[src/rtl/alu_mul_seq_pkg.sv]
// Shared constants for the shift-and-add multiply sequencer and its borrowed-ALU port.
// ALU opcode values mirror the processor's ALUop encoding.
package alu_mul_seq_pkg;

    localparam int unsigned DATA_WIDTH = 32;

    typedef logic [3:0] alu_op_t;

    localparam alu_op_t ALU_OP_ADD = 4'd0;
    localparam alu_op_t ALU_OP_SLL = 4'd7;

endpackage

[src/rtl/alu_mul_seq_if.sv]
// Request/grant port to the shared execute-stage ALU.
// master = the sequencer borrowing the ALU, slave = arbiter/ALU side.
interface alu_mul_seq_if
    import alu_mul_seq_pkg::*;
#(
    parameter int unsigned WIDTH = DATA_WIDTH
);

    logic             alu_req;
    logic             alu_gnt;
    logic [WIDTH-1:0] alu_a;
    logic [WIDTH-1:0] alu_b;
    alu_op_t          alu_op;
    logic [WIDTH-1:0] alu_out;

    modport master (
        output alu_req,
        output alu_a,
        output alu_b,
        output alu_op,
        input  alu_gnt,
        input  alu_out
    );

    modport slave (
        input  alu_req,
        input  alu_a,
        input  alu_b,
        input  alu_op,
        output alu_gnt,
        output alu_out
    );

endinterface

[src/rtl/alu_mul_seq.sv]
// Multi-cycle unsigned multiply (low WIDTH bits) built from ADD/SLL micro-ops
// issued to a shared ALU; the sequencer itself holds only state and operands.
module alu_mul_seq
    import alu_mul_seq_pkg::*;
#(
    parameter int unsigned WIDTH  = DATA_WIDTH,
    parameter alu_op_t     OP_ADD = ALU_OP_ADD,
    parameter alu_op_t     OP_SLL = ALU_OP_SLL
) (
    input  logic              i_clk,
    input  logic              i_rst_n,
    input  logic              i_start,
    input  logic              i_kill,
    input  logic [WIDTH-1:0]  i_op_a,
    input  logic [WIDTH-1:0]  i_op_b,
    output logic              o_busy,
    output logic              o_done,
    output logic [WIDTH-1:0]  o_result,
    alu_mul_seq_if.master     alu
);

    localparam logic [1:0] ST_IDLE  = 2'd0;
    localparam logic [1:0] ST_ADD   = 2'd1;
    localparam logic [1:0] ST_SHIFT = 2'd2;
    localparam logic [1:0] ST_DONE  = 2'd3;

    logic [1:0]       r_state;
    logic [1:0]       w_state_d;
    logic [WIDTH-1:0] r_acc;
    logic [WIDTH-1:0] w_acc_d;
    logic [WIDTH-1:0] r_mcand;
    logic [WIDTH-1:0] w_mcand_d;
    logic [WIDTH-1:0] r_mplier;
    logic [WIDTH-1:0] w_mplier_d;
    logic [WIDTH-1:0] r_result;

    logic             w_alu_req;
    logic [WIDTH-1:0] w_alu_a;
    logic [WIDTH-1:0] w_alu_b;
    alu_op_t          w_alu_op;

    always_comb begin
        w_state_d  = r_state;
        w_acc_d    = r_acc;
        w_mcand_d  = r_mcand;
        w_mplier_d = r_mplier;
        w_alu_req  = 1'b0;
        w_alu_a    = '0;
        w_alu_b    = '0;
        w_alu_op   = '0;

        unique case (r_state)
            ST_IDLE: begin
                if (i_start) begin
                    w_acc_d    = '0;
                    w_mcand_d  = i_op_a;
                    w_mplier_d = i_op_b;
                    if (i_op_b == '0) begin
                        w_state_d = ST_DONE;
                    end else if (i_op_b[0]) begin
                        w_state_d = ST_ADD;
                    end else begin
                        w_state_d = ST_SHIFT;
                    end
                end
            end
            ST_ADD: begin
                w_alu_req = 1'b1;
                w_alu_a   = r_acc;
                w_alu_b   = r_mcand;
                w_alu_op  = OP_ADD;
                // kill outranks a same-cycle grant
                if (i_kill) begin
                    w_state_d = ST_IDLE;
                end else if (alu.alu_gnt) begin
                    w_acc_d   = alu.alu_out;
                    w_state_d = (r_mplier[WIDTH-1:1] == '0) ? ST_DONE : ST_SHIFT;
                end
            end
            ST_SHIFT: begin
                w_alu_req = 1'b1;
                w_alu_a   = r_mcand;
                w_alu_b   = WIDTH'(1);
                w_alu_op  = OP_SLL;
                if (i_kill) begin
                    w_state_d = ST_IDLE;
                end else if (alu.alu_gnt) begin
                    w_mcand_d  = alu.alu_out;
                    w_mplier_d = r_mplier >> 1;
                    w_state_d  = w_mplier_d[0] ? ST_ADD : ST_SHIFT;
                end
            end
            ST_DONE: begin
                w_state_d = ST_IDLE;
            end
            default: begin
                w_state_d = ST_IDLE;
            end
        endcase
    end

    always_ff @(posedge i_clk or negedge i_rst_n) begin
        if (!i_rst_n) begin
            r_state  <= ST_IDLE;
            r_acc    <= '0;
            r_mcand  <= '0;
            r_mplier <= '0;
            r_result <= '0;
        end else begin
            r_state  <= w_state_d;
            r_acc    <= w_acc_d;
            r_mcand  <= w_mcand_d;
            r_mplier <= w_mplier_d;
            // Capture on entry so result is already valid in the done cycle
            if (w_state_d == ST_DONE) begin
                r_result <= w_acc_d;
            end
        end
    end

    assign o_busy      = (r_state != ST_IDLE);
    assign o_done      = (r_state == ST_DONE);
    assign o_result    = r_result;
    assign alu.alu_req = w_alu_req;
    assign alu.alu_a   = w_alu_a;
    assign alu.alu_b   = w_alu_b;
    assign alu.alu_op  = w_alu_op;

endmodule

[src/flat_wrapper.sv]
// flat-port wrapper written by rule: the top's interface ports become plain ports
module alu_mul_seq_flat import alu_mul_seq_pkg::*;
#(
    parameter int unsigned WIDTH  = DATA_WIDTH,
    parameter alu_op_t     OP_ADD = ALU_OP_ADD,
    parameter alu_op_t     OP_SLL = ALU_OP_SLL
)
  (i_clk, i_rst_n, i_start, i_kill, i_op_a, i_op_b, o_busy, o_done, o_result, alu_alu_req, alu_alu_a, alu_alu_b, alu_alu_op, alu_alu_gnt, alu_alu_out);
  alu_mul_seq_if #(.WIDTH(WIDTH)) alu_i ();
  input  logic i_clk;
  input  logic i_rst_n;
  input  logic i_start;
  input  logic i_kill;
  input  logic [WIDTH-1:0] i_op_a;
  input  logic [WIDTH-1:0] i_op_b;
  output logic o_busy;
  output logic o_done;
  output logic [WIDTH-1:0] o_result;
  output wire logic [$bits(alu_i.alu_req)-1:0] alu_alu_req;
  output wire logic [$bits(alu_i.alu_a)-1:0] alu_alu_a;
  output wire logic [$bits(alu_i.alu_b)-1:0] alu_alu_b;
  output wire logic [$bits(alu_i.alu_op)-1:0] alu_alu_op;
  input wire logic [$bits(alu_i.alu_gnt)-1:0] alu_alu_gnt;
  input wire logic [$bits(alu_i.alu_out)-1:0] alu_alu_out;
  assign alu_alu_req = alu_i.alu_req;
  assign alu_alu_a = alu_i.alu_a;
  assign alu_alu_b = alu_i.alu_b;
  assign alu_alu_op = alu_i.alu_op;
  assign alu_i.alu_gnt = alu_alu_gnt;
  assign alu_i.alu_out = alu_alu_out;
  alu_mul_seq #(.WIDTH(WIDTH), .OP_ADD(OP_ADD), .OP_SLL(OP_SLL)) u_core (.i_clk(i_clk), .i_rst_n(i_rst_n), .i_start(i_start), .i_kill(i_kill), .i_op_a(i_op_a), .i_op_b(i_op_b), .o_busy(o_busy), .o_done(o_done), .o_result(o_result), .alu(alu_i));
endmodule
[config.mk]
export PLATFORM = sky130hd
export DESIGN_NAME = alu_mul_seq_flat
export DESIGN_NICKNAME = d
export VERILOG_FILES = /design/src/rtl/alu_mul_seq_pkg.sv /design/src/rtl/alu_mul_seq_if.sv /design/src/rtl/alu_mul_seq.sv /design/src/flat_wrapper.sv
export SDC_FILE = /design/constraint.sdc
export NUM_CORES = 1
export LEC_CHECK = 0
export CORE_MARGIN = 1
export CORE_UTILIZATION = 44
export CTS_BUF_LIST = sky130_fd_sc_hd__clkbuf_16
export DETAILED_ROUTE_END_ITERATION = 6
export DONT_BUFFER_PORTS = 1
export PLACE_DENSITY = 0.57
export SYNTH_ARGS = -nofsm -noshare
export SYNTH_HDL_FRONTEND = slang
export SYNTH_SLANG_ARGS = --single-unit
[constraint.sdc]
create_clock -name i_clk -period 3.5 [get_ports i_clk]
set_input_delay 0.35 -clock i_clk [delete_from_list [all_inputs] [get_ports i_clk]]
set_output_delay 0.35 -clock i_clk [all_outputs]
set_load 0.01 [all_outputs]
# Word level (Yosys, flattened, before mapping)
# Index checks and enable logic that the tools add are counted.
# Widths: inputs -> output; s select.
[totals] mem_bits_ro=0 regBits=130 latch_bits=0 in_bits=101 ramBits=0 out_inout_bits=103 n_memories=0
[op_classes] order_cmp=0 n_mux=26 n_reduce_logical=7 n_div=0 bitwise=0 shifts=0 addsub=0 n_eq_ne=7 mul=0
[op_table] operator="$pmux 32 s2" n=5
[op_table] operator="$mux 32" n=9
[op_table] operator="$logic_not 32->1" n=1
[op_table] operator="$logic_not 31->1" n=1
[op_table] operator="$mux 2" n=8
[op_table] operator="$pmux 2 s4" n=1
[op_table] operator="$eq 2x2->1 const B" n=3
[op_table] operator="$ne 2x2->1 const B" n=3
[op_table] operator="$reduce_and 4->1" n=1
[op_table] operator="$reduce_bool 2->1" n=2
[op_table] operator="$mux 3" n=1
[op_table] operator="$eq 2x1->1 const B" n=1
[op_table] operator="$logic_not 2->1" n=1
[op_table] operator="$mux 1" n=2
[op_table] operator="$reduce_or 2->1" n=1

# Depth between registers and ports, before layout
# Gate-level depths: netlist (run 1).
[logic_depth] word_depth=6 depth_mapped=11 depth_no_buf=8

# Worst setup path before layout (run 1)
# OpenSTA, ideal clock, no wires.
[synth_path] path_kind="reg2reg" startpoint="register u_core.r_state[1]" endpoint="register u_core.r_result[10] (netlist: u_core.o_result[10])" arrival_ps=2114 path_buffers=3 path_stages_with_launch=12 setup_slack_ps=1259 cell_sequence="dfrtp_1 > inv_1 > ha_1 > buf_2 > and3b_1 > buf_2 > nand3_1 > nor3_2 > nor3_2 > nor3b_4 > buf_6 > mux2_1"
[synth_via] elab_chain_cells=4 word_cells_on_any_way=12 classes_between="eq/ne (4); mux (7); reduce/logical (1)"
[synth_rtl] item="start, declared" line="alu_mul_seq.sv:27" rtl="logic [1:0] r_state;"
[synth_rtl] item="start signal, assigned" line="alu_mul_seq.sv:110" rtl="r_state <= w_state_d;"
[synth_rtl] item="$mux 2 (on tied branches)" line="alu_mul_seq.sv:87, alu_mul_seq.sv:75"
[synth_rtl] item="$mux 2 (on tied branches)" line="alu_mul_seq.sv:85, alu_mul_seq.sv:73"
[synth_rtl] item="$pmux 2 s4" line="alu_mul_seq.sv:52" rtl="unique case (r_state)"
[synth_rtl] item="$eq 2x2->1" line="alu_mul_seq.sv:115" rtl="if (w_state_d == ST_DONE) begin"
[synth_rtl] item="end signal, assigned" line="alu_mul_seq.sv:116" rtl="r_result <= w_acc_d;"
[synth_rtl] item="end, declared" line="alu_mul_seq.sv:35" rtl="logic [WIDTH-1:0] r_result;"
# Parallel ways exist; a longest one is shown, timed or not.
# A chain may end at the register's enable or synchronous reset.

# Worst setup path in the final report (run 1)
[layout_path] startpoint="register u_core.r_state[0]" endpoint="output alu_alu_a[12]"
[layout_via] elab_chain_cells=2 word_cells_on_any_way=3 classes_between="eq/ne (2); mux (1)"
[layout_rtl] item="$eq 2x2->1 / $eq 2x1->1 (equally long branches)" line="alu_mul_seq.sv:52"
[layout_rtl] item="$pmux 32 s2 *" line="alu_mul_seq.sv:52"
[layout_rtl] item="end, declared" line="flat_wrapper.sv:20" rtl="output wire logic [$bits(alu_i.alu_a)-1:0] alu_alu_a;"
# Mark *: on every way between the ends. The rest lies on a longest branch, timed or not.

==> results of run 1 <==
==> final timing paths <==
check	start	end	slack (ns)
min in group asynchronous	i_rst_n	u_core.r_mplier[12]	0.59
max	u_core.r_state[0]	alu_alu_a[12]	0.23
min	i_kill	u_core.r_state[1]	0.1
max in group asynchronous	i_rst_n	u_core.o_result[16]	2.46
min reg2reg	u_core.r_acc[0]	u_core.r_acc[0]	0.53
max reg2reg	u_core.r_state[0]	u_core.r_mplier[9]	0.48
==> state kept, by name, summed over array words and instances (netlist names) <==
signal / count
u_core.r_mcand: 32
u_core.r_mplier: 31
u_core.r_acc: 32
u_core.o_result: 32
u_core.r_state: 2
==> metrics by stage <==
step	hold slack [ns]	util [%]	area, sq um	cells	setup WS [ns]
2_1_floorplan	0.0544	-	6110	549	1.26
4_1_cts	0.0637	50.7	6800	720	0.213
3_3_place_gp	0.0579	46.6	6250	687	0.572
5_1_grt	0.0682	50.7	6800	720	0.0736
6_report	0.0953	50.7	6800	720	0.234
3_5_place_dp	0.0590	46.6	6250	687	0.476
==> area by class of cell <==
| type | instances | share of cell area [%] |
|---|---|---|
| Sequential cell | 129 | 47.5 |
| Multi-Input combinational cell | 367 | 39.5 |
| Clock buffer | 17 | 6.26 |
| Tap cell | 176 | 3.24 |
| Timing Repair Buffer | 12 | 2.02 |
| Clock inverter | 14 | 1.25 |
| Inverter | 5 | 0.276 |
==> synth_stat cells (3+ instances only) <==
cell type and count:
sky130_fd_sc_hd__a22o_1 64, sky130_fd_sc_hd__buf_6 3, sky130_fd_sc_hd__mux2_1 30, sky130_fd_sc_hd__ha_1 4, sky130_fd_sc_hd__nor2_1 67, sky130_fd_sc_hd__buf_1 11
sky130_fd_sc_hd__mux2_2 3, sky130_fd_sc_hd__a21oi_1 64, sky130_fd_sc_hd__buf_4 3, sky130_fd_sc_hd__and3_1 31, sky130_fd_sc_hd__inv_1 5, sky130_fd_sc_hd__buf_2 4
sky130_fd_sc_hd__nand4_1 3, sky130_fd_sc_hd__dfrtp_1 129, sky130_fd_sc_hd__clkbuf_1 27, sky130_fd_sc_hd__nor4_1 15, sky130_fd_sc_hd__nand2_1 3, sky130_fd_sc_hd__mux2i_1 62
==> what timing repair did <==
item	in CTS	in global routing
setup buffers	0	0
setup endpoints to repair	0	0
hold buffers	2	0
hold endpoints to repair	129	0
==> cell families (layout without fill, tap and decap cells) <==
kind of cell	after synthesis	count (layout)	synth area share, %
AOI/OAI and AO/OA	137	137	15.4
and+or+nand+nor	130	130	10.8
DFF	129	129	52.8
muxes	95	95	16.2
buffers and inverters	53	48	3.89
adders and majority gates	4	4	0.819
other	1	1	0.0614
==> layer usage <==
layer / vias to the layer above / part of all wire [%] / GRT usage [%]
li1: 1976 / - / -
met1: 2267 / 43 / 31.1
met2: 200 / 48 / 36.4
met3: 19 / 8.2 / 8.37
met4: 0 / 1.5 / 8.75
met5: - / 0 / 0
==> power breakdown <==
part           total (uW)  internal, uW  switching [uW]
combinational        3030          1100            1930
sequential           2680          2160             516
clock                1550           940             607
total                7250          4200            3050
==> reports/results.ini, run 1 <==
[status]
status = completed

[die]
core_area_sq_um = 13400
floorplan.die_area_sq_um = 14400
number_of_placement_rows = 42
floorplan.die.height_um = 120
die_w_um = 120
pin_count = 204
effective_utilization_at_floorplan_pct = 45.6

[yosys]
synth-main-ff-cell = sky130_fd_sc_hd__dfrtp_1
synth_nets = 654
yosys.area.top_type_share_pct = 52.8
synth_top_area_cells = sky130_fd_sc_hd__dfrtp_1 (53%), sky130_fd_sc_hd__mux2i_1 (10%), sky130_fd_sc_hd__a22o_1 (9.2%), sky130_fd_sc_hd__mux2_1 (5.5%), sky130_fd_sc_hd__a21oi_1 (5.2%)
synth_enable_flop_cells = 0
syn-mean-instance-area_sq_um = 11.1
syn_inst = 549
ys_async_sr_fraction_pct = 100
netlist.top_cell.by_area = sky130_fd_sc_hd__dfrtp_1
mappedNetlistArea_sq_um = 6110
ys_seq_area_share_pct = 52.8
number_of_different_library_cells_in_the_post_synthesis_netlist = 34
yosys_register_bits = 129
synth_warnings = 0

[critical_path]
start_kind = flop
crit_required_ns = 3.15
maximum_single_stage_delay_on_the_critical_path_ns = 0.71
critical_path.n_buffers_inverters = 2
ff2ff_path_depth = 8
cp.depth = 5
setup_cp_type = reg -> out
crit_slowest_cell = sky130_fd_sc_hd__ha_1
crit_family = adder cells
end_kind = primary output
path_cells = inv_1 -> ha_1 -> and2_1 -> buf_4 -> a22o_1
cp_data_arrival_time_ns = 2.92
critical_path_peak_fanout = 19

[finish]
commonest_cells_after_routing_fill_and_taps_aside = sky130_fd_sc_hd__dfrtp_1 (129), sky130_fd_sc_hd__nor2_1 (67), sky130_fd_sc_hd__a22o_1 (64)
area_of_combinational_cells_with_multiple_inputs_sq_um = 2680
area_growth_pct = 11.2
n_antenna_cell = 0
fillCellCount = 1186
layout.cells.most_common = sky130_fd_sc_hd__dfrtp_1
design.final.nets = 637
drive_above_1_share_pct = 7.72
ff_latch_area_sq_um = 3230

[grt]
grt.overflow.total = 0
wire_length_of_the_first_global_routing_pass_um = 25800
antenna_found_initial = 0
maximum_number_of_pins_on_one_net_before_global_route_repair = 130
globalRouteTotalUtil_pct = 23.8
first_global_vias = 4663

[placement]
dp_hpwl_um = 10700
io_buffers = 0
gp_congestion = 0.786

[flow_run]
maxCapViolations = 0

[route]
ant_nets = 0
drt-total-wl_um = 16400
first_pass_iters = 5
drt_first_iter_violations = 321
route.detailed.drc = 0
route.vias.total = 4462
routed_wire_length_per_instance_um = 22.7
viasPerCell = 6.20

[sta]
fmax_mhz = 306
unrepaired_setup_endpoints_after_global_routing = false
report.final.slew_viol_count = 0
final.period_utilization_pct = 93.3
setup_viol = 0
setup_tns_ns = 0
tightest_slew_ns = 1.10
max-slew-margin-rel_pct = 26.7
final-hold-violation-count = 0
post_route_minimum_period_ns = 3.27
final.setup_skew_ns = 0.0122

[hold_path]
min_path_cells = 1
worst_hold_class = in -> reg

[cts]
post_cts.resized_instances = 0
buffer_levels_on_the_longest_clock_path = 2
cts_buffers = 17
tritoncts = done
htree_levels = 4
clk_transition_reported_paths_ns = 0.05
clock_tree.root_cell = sky130_fd_sc_hd__clkbuf_16
clk_latency_ns = 0.42
clkSinkCount = 129

[pwr]
power_density_nw_per_um2 = 1070
report.power.total_uw = 7250
vdd_drop_max_v = 0.000414
cellLeakagePower_uw = 0.00301

Note: power is estimated with default switching activity, not from simulation.
==> run 2: changes to the inputs <==
- CAP_MARGIN: default -> 30
==> reports/results.ini, run 2 (synthesis gave the netlist of run 1 again) <==
[sta]
fmax_mhz = 310
unrepaired_setup_endpoints_after_global_routing = false
final.setup_skew_ns = 0.00797
report.final.slew_viol_count = 0
post_route_minimum_period_ns = 3.23
setup_viol = 0
tightest_slew_ns = 0.803
max-slew-margin-rel_pct = 46.5
final-hold-violation-count = 0
setup_tns_ns = 0
final.period_utilization_pct = 92.2

[critical_path]
setup_cp_type = reg -> out
path_cells = inv_1 -> ha_1 -> and2_1 -> buf_4 -> a22o_1
maximum_single_stage_delay_on_the_critical_path_ns = 0.70
reg2reg_slack_ns = 0.50
crit_family = adder cells
cp_data_arrival_time_ns = 2.88
crit_slowest_cell = sky130_fd_sc_hd__ha_1
critical_path_peak_fanout = 19
crit_required_ns = 3.15
end_kind = primary output
critical_path.n_buffers_inverters = 2
start_kind = flop

[pwr]
power_frac_comb_pct = 42.1
power.share.switching_pct = 41.7
vdd_drop_max_v = 0.000437
p_clk_share_pct = 21.2
cellInternalPower_uw = 4250
netSwitchingPower_uw = 3050
power_density_nw_per_um2 = 1070
seq_power_share_pct = 36.7
cellLeakagePower_uw = 0.00304

[finish]
non_filler_instances = 722
area_growth_pct = 11.8
layout.cells.most_common = sky130_fd_sc_hd__dfrtp_1
design.final.nets = 638
n_antenna_cell = 0
drive_above_1_share_pct = 8.06
commonest_cells_after_routing_fill_and_taps_aside = sky130_fd_sc_hd__dfrtp_1 (129), sky130_fd_sc_hd__nor2_1 (67), sky130_fd_sc_hd__a22o_1 (64)

[route]
ant_nets = 0
first_pass_iters = 5
drt-total-wl_um = 16300
viasPerCell = 6.17
routed_wire_length_per_instance_um = 22.6
drt_first_iter_violations = 332
route.detailed.drc = 0
route.vias.total = 4455

[cts]
tritoncts = done
htree_levels = 4
clk_transition_reported_paths_ns = 0.05
clk_latency_ns = 0.42
cts_buffers = 17
buffer_levels_on_the_longest_clock_path = 2
clkSinkCount = 129
clock_tree.root_cell = sky130_fd_sc_hd__clkbuf_16

[grt]
antenna_found_initial = 0
first_global_vias = 4606
global_route.peak_usage_layer = met2
grt.overflow.total = 0
wire_length_of_the_first_global_routing_pass_um = 25800
use_met2_pct = 36.0
maximum_number_of_pins_on_one_net_before_global_route_repair = 130
met3_usage_pct = 8.41
globalRouteTotalUtil_pct = 23.8
global_route.usage.met1_pct = 30.9

[die]
die_w_um = 120
floorplan.die.height_um = 120
core_area_sq_um = 13400
effective_utilization_at_floorplan_pct = 45.6
floorplan.die_area_sq_um = 14400
number_of_placement_rows = 42
pin_count = 204

[placement]
dp_hpwl_um = 10700
gp_congestion = 0.786
io_buffers = 0
numPlacedInstances = 688

[flow_run]
maxCapViolations = 0

[hold_path]
worst_hold_class = in -> reg

[status]
status = completed

## run 2: cell types whose count changed in the layout (fill, tap and decap cells not counted), sizes merged
cell / change
buf: +1
clkinv: -2
inv: +3
## run 2: through the flow
| step | total power (uW) | cell area, sq um | setup WS (ns) | hold WS, ns | util (%) |
|---|---|---|---|---|---|
| finish | 7300 | 6830 | 0.271 | 0.0807 | 51.0 |
| global route | 7820 | 6830 | 0.0893 | 0.0670 | 51.0 |
| CTS | 7360 | 6830 | 0.220 | 0.0606 | 51.0 |
| detailed placement | 5740 | 6280 | 0.474 | 0.0595 | 46.8 |
| global placement | 5590 | 6250 | 0.572 | 0.0579 | 46.6 |
| floorplan | 4890 | 6110 | 1.26 | 0.0544 | - |
## run 2: area by class of cell
class / count / area [sq um]
fillers: 1224 / 6570
clock inverters: 15 / 90.1
well taps: 176 / 220
clock buffers: 17 / 425
inverters: 5 / 18.8
multi-input cells: 367 / 2680
repair buffers: 13 / 165
flip-flops and latches: 129 / 3230
## run 2: path summary, 6_finish.rpt
path,startpoint,to,depth (start not counted)
min in group asynchronous,i_rst_n,u_core.r_mplier[12],2
min,i_kill,u_core.r_state[1],1
min reg2reg,u_core.r_acc[30],u_core.r_acc[30],1
max in group asynchronous,i_rst_n,u_core.r_acc[14],2
max reg2reg,u_core.r_state[0],u_core.r_mplier[28],8
max,u_core.r_state[0],alu_alu_a[12],5
## run 2: layer usage
layer | up-vias | part of all wire [%]
met2 | 189 | 47
met1 | 2249 | 43
met4 | 0 | 2.2
met5 | - | 0
li1 | 1990 | -
met3 | 27 | 7.8
## run 2: power by group through the flow
| stage | Sequential, uW | Clock (uW) | Combinational, uW |
|---|---|---|---|
| floorplan | 2530 | 0 | 2360 |
| global placement | 2670 | 0 | 2920 |
| detailed placement | 2690 | 0 | 3060 |
| CTS | 2670 | 1580 | 3100 |
| global route | 2760 | 1670 | 3390 |
| finish | 2680 | 1550 | 3070 |
## run 2: timing repair
action                    in CTS  in global routing
hold endpoints to repair     129                  0
setup buffers                  0                  0
hold buffers                   2                  0
resized for setup              0                  0
==> run 3: changes to the inputs <==
- CORE_MARGIN: 1 -> default
==> results of run 3 <==
The final DEF is identical to that of run 2; final timing and power are the same.
